File: src/rtl/mynand_pkg.sv
// ---------------------------------------------------------------------------
// mynand_pkg
// Shared constants and types for the delayed three-input NAND cell
// (mynand_3) and its helper inverter (mynot).
//
// Contents:
//   CNT_W    width of the pending-transition counter
//   MAX_DLY  largest delay, in clock cycles, the counter can represent
//   Y_RST    value of y after reset (NAND of idle-low inputs)
//   cnt_t    counter type
//   dir_e    direction of a pending output transition
//   dly_ok   true when a delay parameter lies inside 1..MAX_DLY
// ---------------------------------------------------------------------------
package mynand_pkg;

   localparam int   CNT_W   = 4;
   localparam int   MAX_DLY = 15;
   localparam logic Y_RST   = 1'b1;

   typedef logic [CNT_W-1:0] cnt_t;

   // A rise is driven by a single PMOS, a fall by the three-NMOS stack,
   // so the direction alone selects which delay applies.
   typedef enum logic {
      DIR_FALL = 1'b0,
      DIR_RISE = 1'b1
   } dir_e;

   // Used at elaboration to reject delay parameters the counter cannot hold.
   function automatic bit dly_ok(input int dly);
      return (dly >= 1) && (dly <= MAX_DLY);
   endfunction

endpackage

File: src/rtl/mynand_3_not.sv
// ---------------------------------------------------------------------------
// mynot
// Purely combinational inverter. No clock, no reset.
// Used by mynand_3 to derive y_bar from the registered output.
//
// Ports:
//   a  input   1  value to invert
//   y  output  1  NOT a
// ---------------------------------------------------------------------------
module mynot (
   input  logic a,
   output logic y
);

   assign y = ~a;

endmodule

File: src/rtl/mynand_3.sv
// ---------------------------------------------------------------------------
// mynand_3
// Clocked model of a three-input NAND gate with separate rise and fall
// delays and inertial filtering. The output only follows the NAND of the
// inputs once the new value has been seen on D consecutive rising edges,
// where D is RISE_DLY for a 0->1 transition and FALL_DLY for 1->0. Shorter
// pulses are swallowed.
//
// Parameters:
//   RISE_DLY  cycles for y 0->1, legal range 1..15 (default 2)
//   FALL_DLY  cycles for y 1->0, legal range 1..15 (default 4)
//
// Ports:
//   clk    input   1  sole clock, rising edge
//   rst    input   1  synchronous, active-high reset (y <= 1, counter <= 0)
//   a      input   1  NAND input 1
//   b      input   1  NAND input 2
//   c      input   1  NAND input 3
//   y      output  1  registered, delayed NAND result
//   y_bar  output  1  NOT y, present only when MYNAND_3_YBAR_EN is defined
//
// Configuration macro:
//   MYNAND_3_YBAR_EN  adds the y_bar port and one mynot instance driving it
// ---------------------------------------------------------------------------
module mynand_3
   import mynand_pkg::*;
#(
   parameter int RISE_DLY = 2,
   parameter int FALL_DLY = 4
) (
   input  logic clk,
   input  logic rst,
   input  logic a,
   input  logic b,
   input  logic c,
   output logic y
`ifdef MYNAND_3_YBAR_EN
   ,
   output logic y_bar
`endif
);

   // Delays are compared against counter+1, which can reach MAX_DLY+1,
   // so the comparison is done one bit wider than the counter itself.
   localparam logic [CNT_W:0] RISE_D  = (CNT_W+1)'(RISE_DLY);
   localparam logic [CNT_W:0] FALL_D  = (CNT_W+1)'(FALL_DLY);
   localparam logic [CNT_W:0] CNT_ONE = (CNT_W+1)'(1);

   // Reject delays the 4-bit counter cannot represent (and zero, which
   // would mean a transition faster than a plain register).
   if (!dly_ok(RISE_DLY)) begin : g_bad_rise_dly
      $error("mynand_3: RISE_DLY=%0d outside legal range 1..%0d", RISE_DLY, MAX_DLY);
   end
   if (!dly_ok(FALL_DLY)) begin : g_bad_fall_dly
      $error("mynand_3: FALL_DLY=%0d outside legal range 1..%0d", FALL_DLY, MAX_DLY);
   end

   logic             n;
   dir_e             dir;
   logic [CNT_W:0]   dly_sel;
   logic [CNT_W:0]   cnt_inc;
   cnt_t             cnt_q;
   cnt_t             cnt_d;
   logic             y_q;
   logic             y_d;

   // Next-state logic. When the target agrees with the output any pending
   // transition is cancelled by clearing the counter, which is what gives
   // the inertial behaviour: a reversal mid-count always restarts from zero.
   // When they differ, the counter advances until it has seen the target on
   // D consecutive edges, at which point the output commits to the target.
   always_comb begin
      n       = ~(a & b & c);
      dir     = n ? DIR_RISE : DIR_FALL;
      dly_sel = (dir == DIR_RISE) ? RISE_D : FALL_D;
      cnt_inc = {1'b0, cnt_q} + CNT_ONE;
      y_d     = y_q;
      cnt_d   = '0;
      if (n != y_q) begin
         if (cnt_inc >= dly_sel) begin
            y_d   = n;
            cnt_d = '0;
         end else begin
            cnt_d = cnt_inc[CNT_W-1:0];
         end
      end
   end

   // State register. Reset overrides any pending transition and returns the
   // cell to the NAND of idle-low inputs.
   always_ff @(posedge clk) begin
      if (rst) begin
         y_q   <= Y_RST;
         cnt_q <= '0;
      end else begin
         y_q   <= y_d;
         cnt_q <= cnt_d;
      end
   end

   assign y = y_q;

`ifdef MYNAND_3_YBAR_EN
   // y_bar is taken from the registered output, so it carries no
   // combinational path from a/b/c either.
   mynot u_ybar_not (
      .a (y_q),
      .y (y_bar)
   );
`endif

endmodule

File: config.mk
export PLATFORM = sky130hd
export DESIGN_NAME = mynand_3
export DESIGN_NICKNAME = d
export VERILOG_FILES = /design/src/rtl/mynand_pkg.sv /design/src/rtl/mynand_3_not.sv /design/src/rtl/mynand_3.sv
export SDC_FILE = /design/constraint.sdc
export NUM_CORES = 1
export LEC_CHECK = 0
export CORE_AREA = 3 3 40 42
export DETAILED_ROUTE_END_ITERATION = 7
export DIE_AREA = 0 0 43 45
export DONT_BUFFER_PORTS = 1
export SETUP_SLACK_MARGIN = 0.15
export SLEW_MARGIN = 0
export SYNTH_ARGS = -nofsm -noshare
export SYNTH_HDL_FRONTEND = slang
export SYNTH_SLANG_ARGS = --single-unit
File: constraint.sdc
create_clock -name clk -period 4.1 [get_ports clk]
set_input_delay 0.82 -clock clk [delete_from_list [all_inputs] [get_ports clk]]
set_output_delay 0.82 -clock clk [all_outputs]
set_load 0.05 [all_outputs]
Word-level counts from Yosys, hierarchy flattened
Index checks and enable logic that the tools add are counted.
- bits in registers: 5
- latch bits: 0
- memory bits (writable): 0
- ROM bits: 0
- input port bits: 5
- output and inout bits: 1
- memories: 0
- $add $sub $neg: 1
- $mul: 0
- div/mod/pow operators: 0
- order comparisons: 1
- equality and inequality tests: 1
- shifts and indexed selects: 0
- muxes and demuxes: 1
- bitwise logic cells: 4
- reduce and logical (&&, ||, !) cells: 2
- operators by type and width (cell ; count):
    adder 4 x 1 -> 5 bit (second input constant) ; 1
    greater-or-equal comparator 5 x 3 -> 1 bit ; 1
    2-to-1 mux 3 bit ; 1
    OR reduction 3 bit ; 1
    bitwise AND 1 bit ; 2
    inverter 1 bit ; 2
    AND reduction 2 bit ; 1
    inequality test 1 bit ; 1

Logic depth before layout (Yosys ltp)
- depth in word-level cells: 6
- depth in mapped cells: 7

Least setup slack after synthesis
No wires, ideal clock.
- path kind: input port to flip-flop
- start point: input c
- end point: register cnt_q[2]
- library setup time: 62 ps
- arrival: 1841 ps
- data required time: 4038 ps
- slack: 2197 ps
- cell stages on the path: 6
- path buffers: 0
- cell sequence: nand3_1 -> ha_1 -> a21bo_1 -> a21oi_2 -> nand4b_2 -> nor2b_2
- longest elaborated chain between the ends: 5
- elaborated cells on any way between the ends: 7
- RTL lines (what ; RTL line ; text):
    start: declaration ; mynand_3.sv:35 ; input logic c,
    bitwise AND 1 bit * ; mynand_3.sv:73 ; n = ~(a & b & c);
    parallel branches: the longest is 3 deep, another holds greater-or-equal comparator 5 x 3 -> 1 bit ; - ;
    OR reduction 3 bit (no source line) * ; - ;
    end signal: assignment ; mynand_3.sv:97 ; cnt_q <= cnt_d;
    end: declaration ; mynand_3.sv:62 ; cnt_t cnt_q;
Mark *: on every way between the ends.
A chain may end at the register's enable or synchronous reset.

Worst setup path after layout
- start point: register y_q, in the netlist y
- end point: output y
- RTL lines (what ; RTL line ; text):
    start: declaration ; mynand_3.sv:64 ; logic y_q;
    start signal: assignment ; mynand_3.sv:96 ; y_q <= y_d;
    end: declaration ; mynand_3.sv:36 ; output logic y
No word-level cell between the ends.

==> results.json <==
{
  "core_sq_um": 1280,
  "crit_path_max_fanout": 3,
  "worst_ep_arrival_time_ns": 0.92,
  "clkTransAtPathRegs_ns": 0.05,
  "setup-tns-final_ns": 0,
  "final_layout_size_suffix_gt1_frac": 0.276,
  "crit_path_end_kind": "output port",
  "y_dimension_of_the_die_um": 45,
  "detail_route.drc_violations": 0,
  "fin_hold_ws_ns": 0.480,
  "place_inst": 40,
  "floorplan.initialDensity": 0.206,
  "first_global_vias": 163,
  "timing_worst_slew_pin_value_ns": 0.570,
  "place_congestion": 0.712,
  "cellLeakagePower_nw": 0.134,
  "clk_root_buffer_cell": "clkbuf_4",
  "grt_pass1_wl_um": 710,
  "vdd_drop_max_mv": 0.148,
  "dieWidth_um": 43,
  "clk_latency_ns": 0.25,
  "r2r-start": "cnt_q[0]",
  "n_fill_cell": 142,
  "achievable-frequency_ghz": 0.574,
  "status": "finished, final reports clean",
  "synth.ff_latch_count": 5,
  "cts_max_path_buffers": 2,
  "period_share": 0.425,
  "global_route.usage.total": 0.0567,
  "syn_area_sq_um": 265,
  "count_of_clock_tree_sinks": 5,
  "syn_area_per_cell_sq_um": 10.6,
  "detail_route.wirelength_um": 392,
  "setup_skew_ns": 0.00630,
  "boundaryPins": 6,
  "maxCapViolations": 0,
  "critPathRequiredTime_ns": 3.28,
  "cp-startpoint": "y",
  "routed_wire_length_per_instance_um": 8.91,
  "path_class_of_the_lowest_slack_min_delay_path": "register to register",
  "final_hold_viol_count": 0,
  "path_class": "register to output port",
  "antenna-diode-count": 0,
  "drt.antenna.violating_nets": 0,
  "number_of_buffers_added_on_ports": 0,
  "synth-warning-count": 0,
  "route.vias.total": 180,
  "timing.max_slew.rel_slack": 0.619,
  "design.die.area_sq_um": 1940,
  "post_cts_setup_buffer_count": 0,
  "ys_seq_area_frac": 0.377,
  "drtPass1Iterations": 2,
  "cts_made_buffers": 3,
  "ys_types": 16,
  "drt-initial-drc-count": 8,
  "grt_max_degree": 5,
  "cts_resized": 0,
  "finalSetupViolCount": 0,
  "rows": 13,
  "worstSetupStartpointType": "register",
  "postCtsHoldBufs": 0,
  "power.density_nw_per_um2": 374,
  "rsz_0062_raised_after_global_routing": "false",
  "design.final.nets": 38,
  "period_minus_slack_ns": 1.74,
  "area_growth_pct": 17.0,
  "timing.final.max_slew_violations": 0,
  "finalNonFillerCells": 44,
  "holdCritStartpoint": "cnt_q[0]",
  "avgViaCountPerCell": 4.09,
  "synth_nets": 33,
  "synthesis.instances": 25,
  "antenna_violations_before_repair": 0,
  "clock_tree.htree_level_count": 1,
  "grt_remaining_overflow": 0,
  "cts_tree": "yes"
}
==> state kept, by name, summed over array words and instances, names as in the netlist <==
name and count:
cnt_q 4, y 1
==> worst paths after layout <==
check,endpoint,slack (ns),cells past startpoint
min,cnt_q[0],0.48,1
min reg2reg,cnt_q[0],0.48,1
max,y,2.36,0
max reg2reg,cnt_q[2],2.46,7
==> metal layers <==
metal	routed length [um]	up-vias	part of all wire	GRT usage
met3	55	0	0.14	0.0757
met2	177	5	0.45	0.0689
li1	-	95	-	-
met5	0	-	0	0
met4	0	0	0	0.0181
met1	159	80	0.41	0.0556
==> cell type report <==
class,instances,area (sq um),share of cell area
multi-input combinational,19,161,0.520
clock buffer,4,26.3,0.0847
tap,15,18.8,0.0605
inverter,1,3.75,0.0121
sequential,5,100,0.323
==> where the power goes <==
| group | internal, mW | total (mW) | switching, mW |
|---|---|---|---|
| registers | 0.0499 | 0.0518 | 0.00191 |
| clock network | 0.0368 | 0.0577 | 0.0209 |
| logic | 0.00307 | 0.00640 | 0.00332 |
| total | 0.0898 | 0.116 | 0.0261 |
==> through the flow <==
step / instance area [sq um] / setup slack [ns] / utilization / power (mW)
after global placement: 284 / 2.11 / 0.221 / 0.0591
after global routing: 310 / 2.23 / 0.241 / 0.128
after CTS: 310 / 2.35 / 0.241 / 0.119
after detailed placement: 284 / 2.10 / 0.221 / 0.0592
final: 310 / 2.36 / 0.241 / 0.116
after floorplan: 265 / 2.20 / - / 0.0582
==> synth_stat cells <==
| cell | count | area, sq um |
|---|---|---|
| a211oi_1 | 1 | 7.51 |
| a21bo_1 | 1 | 10.0 |
| a21oi_2 | 1 | 8.76 |
| a31oi_1 | 1 | 6.26 |
| conb_1 | 1 | 3.75 |
| dfxtp_1 | 5 | 100 |
| ha_1 | 3 | 37.5 |
| inv_1 | 1 | 3.75 |
| mux2i_2 | 1 | 13.8 |
| nand2b_1 | 1 | 6.26 |
| nand3_1 | 1 | 5.00 |
| nand3_2 | 1 | 10.0 |
| nand4b_2 | 1 | 15.0 |
| nor2_1 | 3 | 11.3 |
| nor2b_2 | 1 | 8.76 |
| xor2_1 | 2 | 17.5 |
==> placed cells by master (no fill, tap or decap) <==
cell type,instances
nor2_1,3
mux2i_2,1
inv_1,1
conb_1,1
a31oi_1,1
nand2b_1,1
xor2_1,2
a21bo_1,1
nand3_1,1
nand4b_2,1
nand3_2,1
dfxtp_1,5
clkbuf_4,3
a211oi_1,1
ha_1,3
clkbuf_1,1
a21oi_2,1
nor2b_2,1
==> cells by family (layout without fill, tap and decap cells) <==
kind of cell               count (synthesis)  in the layout  share of synthesized area
other                                      1              1                     0.0141
adders and majority gates                  3              3                      0.142
and+or+nand+nor                            8              8                      0.212
buffers and inverters                      1              5                     0.0141
DFF                                        5              5                      0.377
AOI/OAI and AO/OA                          4              4                      0.123
muxes                                      1              1                     0.0519
xor gates and xnor gates                   2              2                     0.0660
Note: power is estimated with default switching activity, not from simulation.
